[src/rtl/division.sv]
// Signed N-bit restoring divider (quotient truncates toward zero, remainder takes dividend sign).
// Define DIV_ZERO_DETECT_EN to add the div_zero flag and a one-cycle bypass for B==0.
module division #(
  parameter int N = 8
) (
  input  logic         clk,
  input  logic         rst,
  input  logic         valid,
  input  logic [N-1:0] A,
  input  logic [N-1:0] B,
  output logic [N-1:0] Q,
  output logic [N-1:0] R,
  output logic         done
`ifdef DIV_ZERO_DETECT_EN
  ,
  output logic         div_zero
`endif
);

  localparam int CW = $clog2(N + 1);

  typedef enum logic [1:0] {IDLE, ITER, SIGN, DONE} state_t;

  state_t        state_q;
  logic [CW-1:0] cnt_q;
  logic [N:0]    rem_q;
  logic [N-1:0]  quo_q;
  logic [N-1:0]  bmag_q;
  logic          sign_a_q;
  logic          sign_q_q;

  logic [N-1:0]  amag_d;
  logic [N-1:0]  bmag_d;
  logic [N+1:0]  shift_d;
  logic [N+1:0]  trial_d;
  logic [N:0]    rem_d;
  logic [N-1:0]  quo_d;

  // One restoring step: the dividend register shifts out its MSB and collects quotient bits.
  always_comb begin
    amag_d  = A[N-1] ? -A : A;
    bmag_d  = B[N-1] ? -B : B;
    shift_d = {rem_q, quo_q[N-1]};
    trial_d = shift_d - {2'b00, bmag_q};
    rem_d   = shift_d[N:0];
    quo_d   = {quo_q[N-2:0], 1'b0};
    if (!trial_d[N+1]) begin
      rem_d = trial_d[N:0];
      quo_d = {quo_q[N-2:0], 1'b1};
    end
  end

  always_ff @(posedge clk or negedge rst) begin
    if (!rst) begin
      state_q  <= IDLE;
      cnt_q    <= '0;
      rem_q    <= '0;
      quo_q    <= '0;
      bmag_q   <= '0;
      sign_a_q <= 1'b0;
      sign_q_q <= 1'b0;
      Q        <= '0;
      R        <= '0;
      done     <= 1'b0;
`ifdef DIV_ZERO_DETECT_EN
      div_zero <= 1'b0;
`endif
    end else begin
      case (state_q)
        IDLE: begin
          if (valid) begin
            rem_q    <= '0;
            quo_q    <= amag_d;
            bmag_q   <= bmag_d;
            sign_a_q <= A[N-1];
            sign_q_q <= A[N-1] ^ B[N-1];
            cnt_q    <= CW'(N);
            state_q  <= ITER;
`ifdef DIV_ZERO_DETECT_EN
            div_zero <= 1'b0;
            // Zero divisor skips the iterations; SIGN then reproduces A as the remainder.
            if (B == '0) begin
              quo_q    <= '0;
              rem_q    <= {1'b0, amag_d};
              cnt_q    <= '0;
              div_zero <= 1'b1;
              state_q  <= SIGN;
            end
`endif
          end
        end
        ITER: begin
          rem_q <= rem_d;
          quo_q <= quo_d;
          cnt_q <= cnt_q - CW'(1);
          if (cnt_q == CW'(1)) begin
            state_q <= SIGN;
          end
        end
        SIGN: begin
          Q       <= sign_q_q ? -quo_q : quo_q;
          R       <= sign_a_q ? -rem_q[N-1:0] : rem_q[N-1:0];
          done    <= 1'b1;
          state_q <= DONE;
        end
        DONE: begin
          done    <= 1'b0;
          state_q <= IDLE;
        end
        default: state_q <= IDLE;
      endcase
    end
  end

endmodule

[config.mk]
export PLATFORM = sky130hd
export DESIGN_NAME = division
export DESIGN_NICKNAME = d
export VERILOG_FILES = /design/src/rtl/division.sv
export SDC_FILE = /design/constraint.sdc
export NUM_CORES = 1
export LEC_CHECK = 0
export BUFFER_PORTS_ARGS = -buffer_cell sky130_fd_sc_hd__buf_2
export CAP_MARGIN = 10
export CORE_MARGIN = 1.5
export CORE_UTILIZATION = 53
export CTS_CLUSTER_DIAMETER = 200
export DETAILED_ROUTE_END_ITERATION = 12
export PLACE_DENSITY_LB_ADDON = 0.25
export SYNTH_ARGS = -nofsm -noshare
export SYNTH_HDL_FRONTEND = slang
export SYNTH_SLANG_ARGS = --single-unit
[constraint.sdc]
create_clock -name clk -period 2.37 [get_ports clk]
set_clock_uncertainty 0.2 [all_clocks]
set_input_delay 0.1185 -clock clk [delete_from_list [all_inputs] [get_ports clk]]
set_output_delay 0.1185 -clock clk [all_outputs]
set_load 0.1 [all_outputs]
==> reports/results.ini, run 1 <==
[clock_tree]
htree_levels=2
cts_tree=yes
cts.root.buffer_cell=clkbuf_8
cts.sinks=50
numCtsBuffers=5
clkTransAtPathRegs_ps=100
clockBufferDepth=2
clk_latency_ps=310

[synth]
synth_flop_cell=dfrtp_1
synth_mux_area_share_pct=4.73
syn_area_mm2=0.00310
synth_top_family_by_area=compound AO/OA/AOI/OAI gates
synth-seq-area-share_pct=40.4
synth-simple-area-share_pct=15.4
synth_seq_cells=50
synth-edff-count=0
synthArstFlopShare_pct=100
synthAdderAreaFrac_pct=7.92
synth_xor_area_share_pct=8.97
syn_inst=344
ys_types=47
yosysWarnings=0
synthesis.nets=382
synth_area_per_cell_um2=9.01
synth_compound_area_share_pct=18.0

[drt]
drc=0
antenna_left=0
detail_route.first_pass.iterations=4
avgViaCountPerCell=5.38
routed_wl_um=6760
avgRoutedWirePerCell_um=14.2
drt_iter0_drc=133
vias=2567

[grt]
grt_max_degree=51
grt_usage_pct=23.0
grt_overflow_total=0
antenna_found_initial=0
grt_pass1_vias=2420
grt_pass1_wl_um=11300

[setup_path]
startpoint_type=flop
critPathMaxStageDelay_ps=410
worstPathCellList=inv_2 > ha_4 > inv_2 > fa_2 > a211oi_4 > buf_4 > o21bai_4 > a21oi_2 > xnor2_1 > mux2i_1 > o21ai_1
arrival_ps=2310
cp_common_cell=inv_2
cp.required_ps=2350
cp-end-kind=flop
path_max_fanout=2
crit_slowest_cell=dfrtp_1
path_buf_inv=3
criticalPathCategory=reg2reg
cp_top_family=compound AO/OA/AOI/OAI gates
r2r_slack_ps=30

[sta]
rsz0062_at_grt=yes
worst_pin_slew_ps=620
finalCriticalPeriod_ps=2340
slew_viol_final=0
hold_viol=0
whs_ps=26.6
timing.fmax_mhz=428
fin_crit_sh_pct=98.5
relSlewSlack_pct=58.7
setup_viol_count_final=0

[floorplan]
core_mm2=0.00557
io_pins=36
die-height_um=79.5
dieWidth_um=79.5
rows=27
initial_core_util_pct=55.6
die_area_mm2=0.00631

[place]
port_buffers=35
dp_hpwl_um=4770
gp_congestion=0.913

[final_layout]
n_fill_cell=445
diodes=0
layout.nets=443
synthToLayoutAreaGrowth_pct=20.6
layout-drive-gt1-share_pct=21.7

[job]
max_cap_viol_count=0

[worst_hold_path]
min_path_type=in2reg

[status]
status=finished, final reports clean

[stage by stage]
| step | cells | setup WS (ps) | util, % | cell area, um^2 | setup TNS (ps) |
|---|---|---|---|---|---|
| CTS | 474 | 13.4 | 65.6 | 3660 | 0 |
| detailed placement | 456 | -69.1 | 62.0 | 3460 | -69.1 |
| global placement | 456 | 29.5 | 62.0 | 3460 | 0 |
| floorplan | 344 | 44.6 | - | 3100 | 0 |
| global route | 477 | -50.4 | 67.0 | 3740 | -91.1 |
| finish | 477 | 34.9 | 67.0 | 3740 | 0 |
[routing by layer]
layer | up-vias | track usage [%] | share of wire, % | wire [um]
met5 | - | 0 | 0 | 0
met4 | 0 | 7.02 | 0.90 | 61
met3 | 4 | 4.69 | 4.7 | 320
met2 | 63 | 34.7 | 46 | 3100
met1 | 1193 | 33.1 | 49 | 3280
li1 | 1307 | - | - | -
[tightest hold or removal path, delay by kind of cell]
family	cells	cell delay, ps
AO/OA/AOI/OAI	2	240
buffers and inverters	1	130
[cells by family after synthesis]
logic type,Yosys count
fa+ha+maj,19
flops,50
simple gates,107
mux,14
compound gates,86
xor+xnor,30
buf+inv,38
[flip-flops by register name (all words and copies together), names as in the netlist]
| name | count |
|---|---|
| Q | 8 |
| done | 1 |
| rem_q | 9 |
| quo_q | 8 |
| R | 8 |
| bmag_q | 8 |
| sign_q_q | 1 |
| state_q | 2 |
| cnt_q | 4 |
| sign_a_q | 1 |
[synthesized netlist by cell type (2+ instances only)]
library cell	instances	share of area (%)
xor2_1	15	4.2
xnor2_1	13	3.7
a31oi_1	3	0.61
or3_1	5	1.0
nand2b_1	5	1.0
a32oi_1	2	0.57
o21ai_0	20	3.2
a21boi_0	3	0.73
nor3_1	3	0.48
nor2_1	43	5.2
inv_1	23	2.8
a21oi_1	22	3.6
nor4_1	2	0.40
nor2b_1	5	1.0
a211oi_1	4	0.97
nand3_1	5	0.81
mux2_2	5	1.8
a32o_1	3	0.97
ha_1	18	7.3
o21ai_1	6	0.97
nand2_1	34	4.1
clkbuf_1	14	1.7
dfrtp_1	50	40
o31ai_1	6	1.5
mux2i_1	9	2.9
o22ai_1	5	1.0
[final timing paths]
check / startpoint / end / cells past startpoint
worst max register to register: quo_q[7] / rem_q[6] / 11
worst max-delay path: quo_q[7] / rem_q[6] / 11
worst min register to register: bmag_q[5] / bmag_q[5] / 2
min in group asynchronous: rst / Q[4] / 3
max in group asynchronous: rst / rem_q[3] / 3
worst min-delay path: A[0] / quo_q[0] / 3
[layout by cell type, fill, tap and decap left out, types with 4 or more instances in the layout]
| master | count |
|---|---|
| clkbuf_8 | 5 |
| or3_1 | 5 |
| inv_1 | 21 |
| nor2b_1 | 5 |
| dfrtp_1 | 50 |
| xor2_1 | 15 |
| nand3_1 | 4 |
| ha_1 | 16 |
| xnor2_1 | 13 |
| buf_2 | 35 |
| o21ai_1 | 7 |
| o21ai_0 | 19 |
| a21oi_1 | 20 |
| nor2_1 | 42 |
| buf_4 | 23 |
| o31ai_1 | 6 |
| mux2_2 | 5 |
| nand2b_1 | 5 |
| o22ai_1 | 5 |
| nand2_1 | 34 |
| mux2i_1 | 9 |
| dlygate4sd3_1 | 11 |
[timing repair]
action,CTS,global route
buffers inserted,0,3
hold buffers,11,0
endpoints found under the setup margin,1,4
gates resized for setup,2,13
hold endpoints to repair,61,0
pin swaps,1,8
[final cells by class]
cell class                 instances  area (um^2)  share of cell area [%]
multi-input combinational        256         1770                    47.3
sequential                        50         1250                    33.5
clock inverter                     2         15.0                   0.402
tap                               72         90.1                    2.41
clock buffer                       5         68.8                    1.84
inverter                          23         86.3                    2.31
timing repair buffer              69          458                    12.3
Power of run 1 is left out: the tool's default activity adds up to more than one toggle a clock period on the data nets, which glitch-free logic cannot reach.
==> run 2, diff against run 1 <==
- CORE_UTILIZATION: 53 -> 38
==> run 2 against run 1 <==
  * Routed wire length fell by 1.7%
  * Setup slack improved by 24 ps
  * Sequential share of layout area shrank 0.20 points
  * Register-to-register slack improved by 20 ps
  * Clock-buffer cell count up 1
  * Core utilization decreased by 19 points
  * Critical path type unchanged
==> reports/results.ini, run 2 (synthesis gave the netlist of run 1 again) <==
[grt]
grt_pass1_vias=2464  ; was 2420
grt_max_degree=25  ; was 51
antenna_found_initial=0  ; unchanged
grt_usage_pct=16.8  ; was 23.0%
grt_overflow_total=0  ; unchanged
grt_pass1_wl_um=11600  ; was 11300 um

[floorplan]
dieWidth_um=93.3  ; was 79.5 um
die_area_mm2=0.00870  ; was 0.00631 mm^2
io_pins=36  ; unchanged
initial_core_util_pct=39.7  ; was 55.6%
core_mm2=0.00781  ; was 0.00557 mm^2
die-height_um=93.3  ; was 79.5 um
rows=32  ; was 27

[drt]
drc=0  ; unchanged
vias=2483  ; was 2567
antenna_left=0  ; unchanged
routed_wl_um=6650  ; was 6760 um
avgViaCountPerCell=4.89  ; was 5.38
avgRoutedWirePerCell_um=13.1  ; was 14.2 um
detail_route.first_pass.iterations=4  ; unchanged
drt_iter0_drc=89  ; was 133

[clock_tree]
cts.root.buffer_cell=clkbuf_8  ; unchanged
htree_levels=2  ; unchanged
clk_latency_ps=310  ; about the same
cts_tree=yes  ; unchanged
numCtsBuffers=5  ; unchanged
cts.sinks=50  ; unchanged
clockBufferDepth=2  ; unchanged
clkTransAtPathRegs_ps=100  ; about the same

[setup_path]
cp.required_ps=2410  ; was 2350 ps
critPathMaxStageDelay_ps=490  ; was 410 ps
cp-end-kind=flop  ; unchanged
startpoint_type=flop  ; unchanged
crit_slowest_cell=or4_1  ; was dfrtp_1
cp_top_family=simple AND/OR/NAND/NOR gates  ; was compound AO/OA/AOI/OAI gates
path_buf_inv=0  ; was 3
criticalPathCategory=reg2reg  ; unchanged
worstPathCellList=ha_1 > nor2_1 > a21oi_4 > a21oi_2 > xor2_2 > or4_1 > nand3_1  ; was inv_2 > ha_4 > inv_2 > fa_2 > a211oi_4 > buf_4 > o21bai_4 > a21oi_2 > xnor2_1 > mux2i_1 > o21ai_1
path_max_fanout=5  ; was 2
arrival_ps=2350  ; was 2310 ps

[status]
status=finished, final reports clean  ; unchanged

[sta]
finalCriticalPeriod_ps=2310  ; was 2340 ps
fin_crit_sh_pct=97.5  ; was 98.5%
whs_ps=17.4  ; was 26.6 ps
timing.fmax_mhz=433  ; was 428 MHz
slew_viol_final=0  ; unchanged
hold_viol=0  ; unchanged
setup_viol_count_final=0  ; unchanged
relSlewSlack_pct=60.3  ; was 58.7%
worst_slack_ps=59.3  ; was 34.9 ps
worst_pin_slew_ps=580  ; was 620 ps
rsz0062_at_grt=yes  ; unchanged

[final_layout]
multi_input_area_mm2=0.00172  ; was 0.00177 mm^2
diodes=0  ; unchanged
fin_util_pct=48.2  ; was 67.0%
final_common_cell=dfrtp_1  ; unchanged
synthToLayoutAreaGrowth_pct=21.4  ; was 20.6%
fin_area_mm2=0.00376  ; was 0.00374 mm^2
final-seq-area_mm2=0.00125  ; unchanged
largest_register_ffs=9  ; unchanged
layout-drive-gt1-share_pct=20.4  ; was 21.7%
n_fill_cell=806  ; was 445
layout.nets=443  ; unchanged
regMostFlops=rem_q  ; unchanged
layout_common_cells=50 x dfrtp_1, 42 x nor2_1, 35 x buf_2  ; unchanged

[place]
gp_congestion=0.788  ; was 0.913
preCtsSetupSlack_ps=-9.97  ; was -69.1 ps
port_buffers=35  ; unchanged
placed_area_mm2=0.00351  ; was 0.00346 mm^2
dp_hpwl_um=5050  ; was 4770 um

[worst_hold_path]
min_path_type=in2reg  ; unchanged

[job]
max_cap_viol_count=0  ; unchanged

## run 2: routing by layer
metal  track usage, %  up-vias  share of wire (%)
met5                0        -                  0
met1             24.8     1127                 54
li1                 -     1302                  -
met2             25.2       48                 40
met4             4.55        0                1.3
met3             2.93        6                3.9
## run 2: tightest hold or removal path, stage by stage
cell and delay [ps]:
buf_2 150, a31oi_1 100, nor2_1 80, nor2_1 50
## run 2: final timing paths
kind / from / endpoint / slack, ps / cells after the start
hold reg to reg: bmag_q[6] / bmag_q[6] / 290 / 2
hold / removal: valid / quo_q[4] / 20 / 4
min in group asynchronous: rst / cnt_q[0] / 50 / 2
setup reg to reg: rem_q[1] / rem_q[8] / 60 / 7
max in group asynchronous: rst / Q[4] / 1260 / 3
setup / recovery: rem_q[1] / rem_q[8] / 60 / 7
## run 2: layout make-up
| cell class | count | area share [%] |
|---|---|---|
| Timing Repair Buffer | 69 | 12.3 |
| Clock inverter | 2 | 0.998 |
| Tap cell | 102 | 3.39 |
| Inverter | 23 | 2.30 |
| Multi-Input combinational cell | 256 | 45.8 |
| Clock buffer | 6 | 1.93 |
| Sequential cell | 50 | 33.3 |
## run 2: stage by stage
step	cells	setup TNS [ps]
after detailed placement	488	-9.97
final	508	0
after global routing	508	-83.0
after floorplan	344	0
after CTS	507	0
after global placement	488	0
## run 2: repair_timing
| action | in CTS | in global routing |
|---|---|---|
| hold endpoints to repair | 61 | 0 |
| resized for setup | 1 | 6 |
| hold buffers | 11 | 0 |
| pin swaps | 0 | 5 |
| buffers inserted | 0 | 1 |
| setup endpoints to repair | 1 | 9 |
Power of run 2 is left out for the same reason.
==> run 3, diff against run 2 <==
- TNS_END_PERCENT: default -> 30
- clock period: 2.37 -> 2 ns (I/O delays scaled with it)
==> run 3 against run 2 <==
  * The flow now finishes with violations (negative setup slack)
  * Setup slack worse by 370 ps
  * Cell count is 5.1% higher
  * Die area stayed put
  * First-iteration DRC count is 21% higher
  * Core utilization is 3.8 points higher
  * Design area is 7.9% higher
==> reports/results.ini, run 3 (synthesis gave the netlist of run 1 again) <==
[clock_tree]
cts_tree=yes  ; unchanged
clockBufferDepth=2  ; unchanged
numCtsBuffers=5  ; unchanged
clk_latency_ps=320  ; was 310 ps
clkTransAtPathRegs_ps=100  ; about the same
cts.root.buffer_cell=clkbuf_8  ; unchanged
cts.sinks=50  ; unchanged
htree_levels=2  ; unchanged

[sta]
fin_crit_sh_pct=115  ; was 97.5%
slew_viol_final=0  ; unchanged
timing.fmax_mhz=433  ; about the same
worst_pin_slew_ps=631  ; was 580 ps
worst_slack_ps=-309  ; was 59.3 ps
finalCriticalPeriod_ps=2310  ; about the same
whs_ps=23.6  ; was 17.4 ps
relSlewSlack_pct=57.9  ; was 60.3%
hold_viol=0  ; unchanged
rsz0062_at_grt=yes  ; unchanged
setup_viol_count_final=10  ; was 0
setup_tns_ps=-1530  ; was 0 ps

[place]
port_buffers=35  ; unchanged
gp_congestion=0.882  ; was 0.788
dp_hpwl_um=5170  ; was 5050 um

[final_layout]
multi_input_area_mm2=0.00182  ; was 0.00172 mm^2
n_fill_cell=746  ; was 806
diodes=0  ; unchanged
final_common_cell=dfrtp_1  ; unchanged
fin_util_pct=52.0  ; was 48.2%
layout.nets=469  ; was 443
layout-drive-gt1-share_pct=28.2  ; was 20.4%
regMostFlops=rem_q  ; unchanged
largest_register_ffs=9  ; unchanged
layout_common_cells=50 x dfrtp_1, 48 x buf_4, 40 x nor2_1  ; was 50 x dfrtp_1, 42 x nor2_1, 35 x buf_2
final-seq-area_mm2=0.00125  ; unchanged
synthToLayoutAreaGrowth_pct=31.0  ; was 21.4%

[setup_path]
path_max_fanout=2  ; was 5
startpoint_type=flop  ; unchanged
criticalPathCategory=reg2reg  ; unchanged
arrival_ps=2350  ; about the same
cp-end-kind=flop  ; unchanged
cp.required_ps=2040  ; was 2410 ps

[drt]
detail_route.first_pass.iterations=4  ; unchanged
vias=2604  ; was 2483
drc=0  ; unchanged
avgViaCountPerCell=4.88  ; was 4.89
routed_wl_um=6890  ; was 6650 um
avgRoutedWirePerCell_um=12.9  ; was 13.1 um
antenna_left=0  ; unchanged
drt_iter0_drc=108  ; was 89

[job]
max_cap_viol_count=0  ; unchanged

[grt]
grt_usage_pct=17.0  ; was 16.8%
antenna_found_initial=0  ; unchanged
grt_pass1_vias=2488  ; was 2464
grt_overflow_total=0  ; unchanged
use_met1_pct=25.1  ; was 24.8%
met2_usage_pct=25.8  ; was 25.2%
use_met3_pct=2.76  ; was 2.93%
grt_max_degree=51  ; was 25
top_usage_layer=met2  ; unchanged
grt_pass1_wl_um=11800  ; was 11600 um

[floorplan]
initial_core_util_pct=39.7  ; unchanged
core_mm2=0.00781  ; unchanged
die-height_um=93.3  ; unchanged
die_area_mm2=0.00870  ; unchanged
rows=32  ; unchanged
dieWidth_um=93.3  ; unchanged
io_pins=36  ; unchanged

[worst_hold_path]
min_path_type=in2reg  ; unchanged

[status]
violations=negative setup slack
status=finished with violations  ; was finished, final reports clean

[run 3: worst paths after layout]
| check | startpoint | to | slack, ps | cells past startpoint |
|---|---|---|---|---|
| max | quo_q[7] | rem_q[8] | -310 | 10 |
| min | A[5] | quo_q[5] | 20 | 5 |
| max reg2reg | quo_q[7] | rem_q[8] | -310 | 10 |
| min reg2reg | bmag_q[2] | bmag_q[2] | 290 | 2 |
| max in group asynchronous | rst | rem_q[8] | 950 | 3 |
| min in group asynchronous | rst | cnt_q[1] | 210 | 3 |
[run 3: metal layers]
layer | routed length (um) | share of wire (%)
met1 | 3650 | 53
met2 | 2960 | 43
met3 | 216 | 3.1
met4 | 61 | 0.89
met5 | 0 | 0
[run 3: cell type report]
type / count / area share (%)
multi-input combinational: 256 / 44.9
sequential: 50 / 30.8
clock inverter: 3 / 1.17
clock buffer: 5 / 1.70
tap: 102 / 3.15
timing repair buffer: 95 / 16.2
inverter: 23 / 2.13
[run 3: per-stage QoR]
stage / worst slack [ps] / cells / area (um^2)
2_1_floorplan: -209 / 344 / 3120
3_3_place_gp: -223 / 513 / 3720
3_5_place_dp: -254 / 513 / 3720
4_1_cts: -302 / 533 / 4020
5_1_grt: -432 / 534 / 4060
6_report: -309 / 534 / 4060
[run 3: critical path: stages, from the launching register on]
cell and delay [ps]:
dfrtp_1 410, inv_2 80, ha_4 130, inv_2 30, fa_2 340, a211oi_2 270
nor2_1 80, a21oi_1 130, nand2_1 90, or4_1 410, nand3_1 80
[run 3: repair_timing]
item                                   CTS  global route
setup buffers                            0             1
setup endpoints to repair               10            14
endpoints found under the hold margin   64             0
pin swaps                                0             7
gates resized for setup                 12             8
hold buffers                            12             0
Power of run 3 is left out for the same reason.
